<file path="config.mk">
export PLATFORM = sky130hd
export DESIGN_NAME = mat_frame_buffer
export DESIGN_NICKNAME = d
export VERILOG_FILES = /design/src/rtl/mat_frame_buffer.sv
export SDC_FILE = /design/constraint.sdc
export NUM_CORES = 1
export LEC_CHECK = 0
export BUFFER_PORTS_ARGS = -buffer_cell sky130_fd_sc_hd__buf_4
export CAP_MARGIN = 25
export CORE_ASPECT_RATIO = 1.4
export CORE_MARGIN = 2
export CORE_UTILIZATION = 65
export CTS_BUF_LIST = sky130_fd_sc_hd__clkbuf_4 sky130_fd_sc_hd__clkbuf_8
export CTS_CLUSTER_SIZE = 25
export DETAILED_ROUTE_END_ITERATION = 6
export PLACE_DENSITY = 0.83
export SYNTH_ARGS = -nofsm -noshare
export SYNTH_HDL_FRONTEND = slang
export SYNTH_SLANG_ARGS = --single-unit
</file>
<file path="constraint.sdc">
create_clock -name clk -period 22.7 [get_ports clk]
set_clock_uncertainty 0.1 [all_clocks]
set_input_delay 0 -clock clk [delete_from_list [all_inputs] [get_ports clk]]
set_output_delay 0 -clock clk [all_outputs]
set_load 0.1 [all_outputs]
</file>
<file path="src/rtl/mat_frame_buffer.sv">
// mat_frame_buffer: double-buffered 8x8 bicolor frame store with frame-aligned swap and back-buffer clear
module mat_frame_buffer #(
   parameter int ROWS   = 8,
   parameter int COLS   = 8,
   parameter int COLORS = 2
) (
   input  logic                        clk,
   input  logic                        rst,
   input  logic                        wr_en,
   input  logic [$clog2(COLORS)-1:0]   wr_color,
   input  logic [$clog2(ROWS)-1:0]     wr_row,
   input  logic [COLS-1:0]             wr_data,
   output logic                        wr_ready,
   input  logic                        clr_req,
   input  logic                        swap_req,
   output logic                        swap_ack,
   input  logic                        frame_start,
   input  logic [$clog2(COLORS)-1:0]   rd_color,
   input  logic [$clog2(ROWS)-1:0]     rd_row,
   output logic [COLS-1:0]             rd_data,
   output logic                        front_sel
);
   localparam int RW = $clog2(ROWS);
   localparam int CW = $clog2(COLORS);
   localparam int NW = RW + CW;
   localparam logic [NW-1:0] LAST = NW'(COLORS * ROWS - 1);

   typedef enum logic [1:0] {IDLE, CLEAR, SWAP_WAIT} state_t;

   state_t          r_state;
   logic [NW-1:0]   r_cnt;
   logic            r_front_sel;
   logic            r_swap_ack;
   logic [COLS-1:0] r_rd_data;
   logic [COLS-1:0] r_mem [2][COLORS][ROWS];
   logic            w_back;

   assign w_back    = ~r_front_sel;
   assign wr_ready  = r_state == IDLE;
   assign swap_ack  = r_swap_ack;
   assign front_sel = r_front_sel;
   assign rd_data   = r_rd_data;

   // Control FSM: clear beats swap; a swap only completes on a frame_start seen while waiting
   always_ff @(posedge clk or posedge rst)
      if (rst) begin
         r_state     <= IDLE;
         r_cnt       <= '0;
         r_front_sel <= 1'b0;
         r_swap_ack  <= 1'b0;
      end else begin
         r_swap_ack <= 1'b0;
         case (r_state)
            IDLE: begin
               r_cnt <= '0;
               if (clr_req) r_state <= CLEAR;
               else if (swap_req) r_state <= SWAP_WAIT;
            end
            CLEAR: begin
               r_cnt <= r_cnt + 1'b1;
               if (r_cnt == LAST) r_state <= IDLE;
            end
            SWAP_WAIT:
               if (frame_start) begin
                  r_front_sel <= ~r_front_sel;
                  r_swap_ack  <= 1'b1;
                  r_state     <= IDLE;
               end
            default: r_state <= IDLE;
         endcase
      end

   // Back-buffer storage: pattern writes while idle, one word zeroed per cycle while clearing
   always_ff @(posedge clk or posedge rst)
      if (rst) begin
         for (int b = 0; b < 2; b++)
            for (int c = 0; c < COLORS; c++)
               for (int r = 0; r < ROWS; r++)
                  r_mem[b][c][r] <= '0;
      end else if (r_state == IDLE && wr_en)
         r_mem[w_back][wr_color][wr_row] <= wr_data;
      else if (r_state == CLEAR)
         r_mem[w_back][r_cnt[RW +: CW]][r_cnt[RW-1:0]] <= '0;

   // Front-buffer read port, one cycle latency, always enabled
   always_ff @(posedge clk or posedge rst)
      if (rst) r_rd_data <= '0;
      else r_rd_data <= r_mem[r_front_sel][rd_color][rd_row];
endmodule

</file>
After elaboration in Yosys (flattened, before gate mapping)
Index checks and enable logic that the tools add are counted.
Word-level totals
  flip-flop bits (word level): 272
  logic and storage cells: 111
  output and inout port bits: 11
Cells by class
  mux-type cells: 32
  bitwise gates (word level): 11
  add/sub/neg operators: 1
  reduce and logical (&&, ||, !) cells: 11
  magnitude comparators: 13
  equal/unequal tests: 6
Operators by type and width (count)
  $mux W128: 5
  $mux W256: 2
  $mux W64: 5
  $and A256 B256 Y256: 1
  $bwmux W256: 1
  $demux W128 S1: 2
  $not A256 Y256: 1
  $demux W64 S1: 2
  $demux W8 S3: 2
  $mux W8: 4
  $bmux W8 S3: 1
  $ge A4 B4 Y1 const B: 3
  $not A3 Y4: 3
  $ge A2 B2 Y1 const B: 5
  $not A1 Y2: 5
  $lt A4 B1 Y1 const B: 2
  $mux W2: 4
  $pmux W4 S2: 1
  $logic_and A1 B1 Y1: 6
  $lt A2 B1 Y1 const B: 3
  $pmux W2 S3: 1
  $add A4 B1 Y4 const B: 1
  $eq A4 B4 Y1 const B: 1
  $ne A2 B2 Y1 const B: 2
  other kinds (9): 11

Depth between registers and ports, before layout
  word-level depth: 13
  gate-level depth with buffers: 8

Least setup slack after synthesis
No wires, ideal clock.
  path kind: register -> register
  from: reg r_state[0]
  to: reg r_mem[160] (netlist name)
  cell stages (with the launch flop): 6
  setup time: 121 ps
  arrival: 2562 ps
  path slack: 19917 ps
  cell sequence: dfrtp_1 -> buf_4 -> nor2_1 -> and2_1 -> o22ai_1 -> a22o_1
Between the ends
  word-level cells in the longest chain between the ends: 3
RTL lines
  from (decl): RTL line 30  | state_t r_state;
  from (signal assigned): RTL line 47  | r_state <= IDLE;
  from (signal assigned): RTL line 56  | if (clr_req) r_state <= CLEAR;
  from (signal assigned): RTL line 57  | else if (swap_req) r_state <= SWAP_WAIT;
  $logic_not A2 Y1 *
  named net wr_ready: RTL line 13  | output logic wr_ready,
  $logic_and A1 B1 Y1 *: RTL line 80  | end else if (r_state == IDLE && wr_en)
  $mux W256 or $reduce_bool A2 Y1 (tied branches)
  to (signal, indexed assignment): RTL line 81  | r_mem[w_back][wr_color][wr_row] <= wr_data;
  to (decl): RTL line 35  | logic [COLS-1:0] r_mem [2][COLORS][ROWS];
Mark *: on every way through the listed nets, which the timed path passes. The rest lies on a longest branch.
A chain may end at the register's enable or synchronous reset.

Worst setup path in the final report
  from: reg r_front_sel, in the netlist front_sel
  to: reg r_mem[215] (netlist name)
Between the ends
  word-level cells in the longest chain between the ends: 10
RTL lines
  from (decl): RTL line 32  | logic r_front_sel;
  from (signal assigned): RTL line 65  | r_front_sel <= ~r_front_sel;
  $not A1 Y1 *: RTL line 38  | assign w_back = ~r_front_sel;
  $not A1 Y2 (not written as such) *: RTL line 81, 83
  $ge A2 B2 Y1 (not written as such) or $lt A2 B1 Y1 (tied branches): RTL line 81, 83
  $logic_and A1 B1 Y1 (not written as such): RTL line 81, 83
  $mux W128 (not written as such): RTL line 83  | r_mem[w_back][r_cnt[RW +: CW]][r_cnt[RW-1:0]] <= '0;
  $demux W128 S1: RTL line 83
  $not A256 Y256 (no line)
  $and A256 B256 Y256 (no line)
  $mux W256: RTL line 82  | else if (r_state == CLEAR)
  $mux W256 *: RTL line 80
Mark *: on every way between the ends. The rest lies on a longest branch, timed or not. The select of a mux whose other input is x is not followed.

==> run summary <==
Outcome = finished clean
Final Max Tran Viols = 0
Overflow after GRT = 0
Net Count, Synth = 861
Clock buffer count from CTS = 40
Reg2reg setup slack = 19.49 ns
CTS tree = yes
Max Cap Viol = 0
Fmax = 311 MHz
Layout cells sized above 1 = 0.285
Core ar. = 0.0187 sq mm
Setup tns final = 0 ns
Mapped cell area = 0.0125 sq mm
Distinct cells, synth = 40
Vias in the first global route = 8886
Clock Tree Root = clkbuf_8
Die area = 0.0203 sq mm
YS warnings = 0
CP startpoint kind = flip-flop
FP Rows = 59
First-pass iteration count of the detailed router = 5
Clk pin slew, worst setup/hold paths = 0.07 ns
Unrepaired setup endpoints after global routing = false
Slew margin rel. = 0.330
Total GRT Usage = 0.345
Met1 usage = 0.452
Setup violations, final = 0
Routed len/inst = 29.2 microns
Synth area leader = dfrtp_1
Lkg Pwr = 6.35 nW
Post-route ant nets = 0
I/O Pins = 33
Clk sinks = 272
RR Endpoint = r_mem[215]$_DFFE_PP0P_
Synth Flop Type = dfrtp_1
Final Cycle Share = 0.142
Pin count of the biggest net entering global routing = 131
Post-synth ARST share = 1.00
Die width = 121 microns
Maximum vdd drop = 0.0810 mV
Max H-tree Level = 2
Port Buf Inserts = 32
Depth of the most critical reg-to-reg path = 4
Synth area leaders = dfrtp_1 (55%), a22o_1 (18%), mux4_2 (14%)
GR Util met3 = 0.0620
Busiest grt layer = met2
Diode count = 0
Worst EP required = 23.05 ns
Skew-Pair Late Insertion Delay = 0.56 ns
Met2 usage = 0.545
Seq/Total Area, Yosys = 0.546
Hold Path Class = input port to async pin
DRC Markers = 0
FF-to-FF Start = front_sel$_DFFE_PP0P_
Clk buf depth = 3
Die span in y = 168 microns
WP data arrival = 3.56 ns
Mapped Avg Cell Area = 14.9 sq um
Initial drt markers = 989
Final Net Count = 891
Post-DP Area = 0.0128 sq mm
Endpoint class of the critical path = flip-flop
Post-DP HPWL = 21100 microns
Post-synth EDFFs = 0
Final wirelength = 33300 microns
Initial antenna violation count = 0
Yosys reg bits = 272
P&R area growth vs syn = 11.7%
Hold Fails Final Rpt = 0
Mapped Cells = 836
Final min period = 3.21 ns
Crit Path Max Fanout = 16
Post-synth top area share = 0.546
Initial core utilization = 0.668
Critical path class = flip-flop to flip-flop
First-pass GRT wire length = 52600 microns
Final GP Congestion = 0.944
Vias per cell = 7.52
Pwr dens = 102 mW/mm^2
Via count = 8586
Actual slew at the worst max-slew pin = 1.01 ns
Final non-filler cell area = 0.0139 sq mm
[cell usage after synthesis (3+ instances only)]
cell / count
nor3_2: 9
clkbuf_1: 40
buf_2: 19
nor2_1: 5
nor3_4: 10
mux4_2: 80
o21ai_0: 26
mux2_2: 9
nor4_4: 8
buf_1: 3
nand2b_1: 10
a22o_1: 257
o21ai_1: 15
nor4_2: 3
inv_1: 6
o21ai_2: 11
buf_4: 5
nor3_1: 5
dfrtp_1: 272
nand2_1: 11
ha_1: 3
or3b_2: 4
o22ai_1: 4
[metal layers]
layer | up-vias | wire (microns)
li1 | 3450 | -
met1 | 4476 | 12100
met2 | 523 | 16400
met3 | 137 | 2560
met4 | 0 | 2210
met5 | - | 0
[flip-flops by register name, summed over array words and instances, names as in the netlist]
name,count
front_sel,1
r_cnt,4
r_mem,256
r_state,2
rd_data,8
swap_ack,1
[worst max path at each step]
stage | from | end | slack (ns) | cells after the start
6_report | front_sel$_DFFE_PP0P_ | r_mem[215]$_DFFE_PP0P_ | 19.49 | 4
5_1_grt | front_sel$_DFFE_PP0P_ | r_mem[215]$_DFFE_PP0P_ | 19.19 | 4
4_1_cts | front_sel$_DFFE_PP0P_ | r_mem[215]$_DFFE_PP0P_ | 19.54 | 4
3_5_place_dp | front_sel$_DFFE_PP0P_ | r_mem[215]$_DFFE_PP0P_ | 19.56 | 4
3_3_place_gp | front_sel$_DFFE_PP0P_ | r_mem[203]$_DFFE_PP0P_ | 19.70 | 4
2_1_floorplan | rst | front_sel$_DFFE_PP0P_ | 15.10 | 1
[metrics by stage]
step | hold WS (ns) | cells | worst slack (ns) | total power (W) | util
floorplan | 0.0378 | 836 | 15.10 | 0.000858 | -
global placement | 0.122 | 1048 | 19.70 | 0.000933 | 0.682
detailed placement | 0.139 | 1049 | 19.56 | 0.000950 | 0.683
CTS | 0.0804 | 1139 | 19.54 | 0.00142 | 0.744
global route | 0.0999 | 1142 | 19.19 | 0.00148 | 0.746
finish | 0.0275 | 1142 | 19.49 | 0.00142 | 0.746
[logic make-up (layout without fill, tap and decap cells)]
family	Yosys count	count (layout)	synth area share
flip-flops	272	272	0.546
XOR/XNOR	1	1	0.000702
buffers and inverters	76	138	0.0288
adder cells (fa/ha/maj)	3	3	0.00301
AND/OR/NAND/NOR	78	78	0.0600
multiplexers	89	89	0.153
AO/OA/AOI/OAI	317	317	0.209
[cell type report]
type                       instances  area [sq um]
fill                            1148          4750
inverter                           6          30.0
clock inverter                    12           165
timing repair buffer              58           508
multi-input combinational        488          5310
sequential                       272          6810
tap                              244           305
clock buffer                      62           803
[power by group]
group          switching, W  leakage, nW  internal [W]
clock              0.000195        0.505      0.000272
sequential        0.0000641         3.77      0.000552
combinational      0.000212         2.07      0.000127
total              0.000471         6.35      0.000952
[layout by cell type, fill, tap and decap left out, drive strengths merged]
cell / instances
nand4: 1
clkinvlp: 2
inv: 6
a211oi: 1
nand3b: 2
mux2: 9
or2: 2
nor2: 5
buf: 40
nand4bb: 1
dfrtp: 272
a22o: 257
nor4: 12
and2: 1
ha: 3
nand2b: 10
a21oi: 1
and3: 1
nand2: 11
mux4: 80
or3: 1
xor2: 1
nor3: 24
o22ai: 4
or3b: 4
clkbuf: 64
or4b: 1
o32ai: 2
dlygate4sd3: 16
nand4b: 1
bufinv: 4
o21ai: 52
clkinv: 6
nor2b: 1
[repair_timing]
item	4_1_cts	5_1_grt
resized for setup	0	0
buffers inserted	0	0
hold buffers	16	0
hold endpoints to repair	397	0
[worst max-delay path: stages, from the launching register on]
cell       delay, ns
dfrtp_1         0.78
nand4bb_1       0.75
nor4_2          0.85
o21ai_1         0.35
a22o_1          0.27
Note: power is estimated with default switching activity, not from simulation.
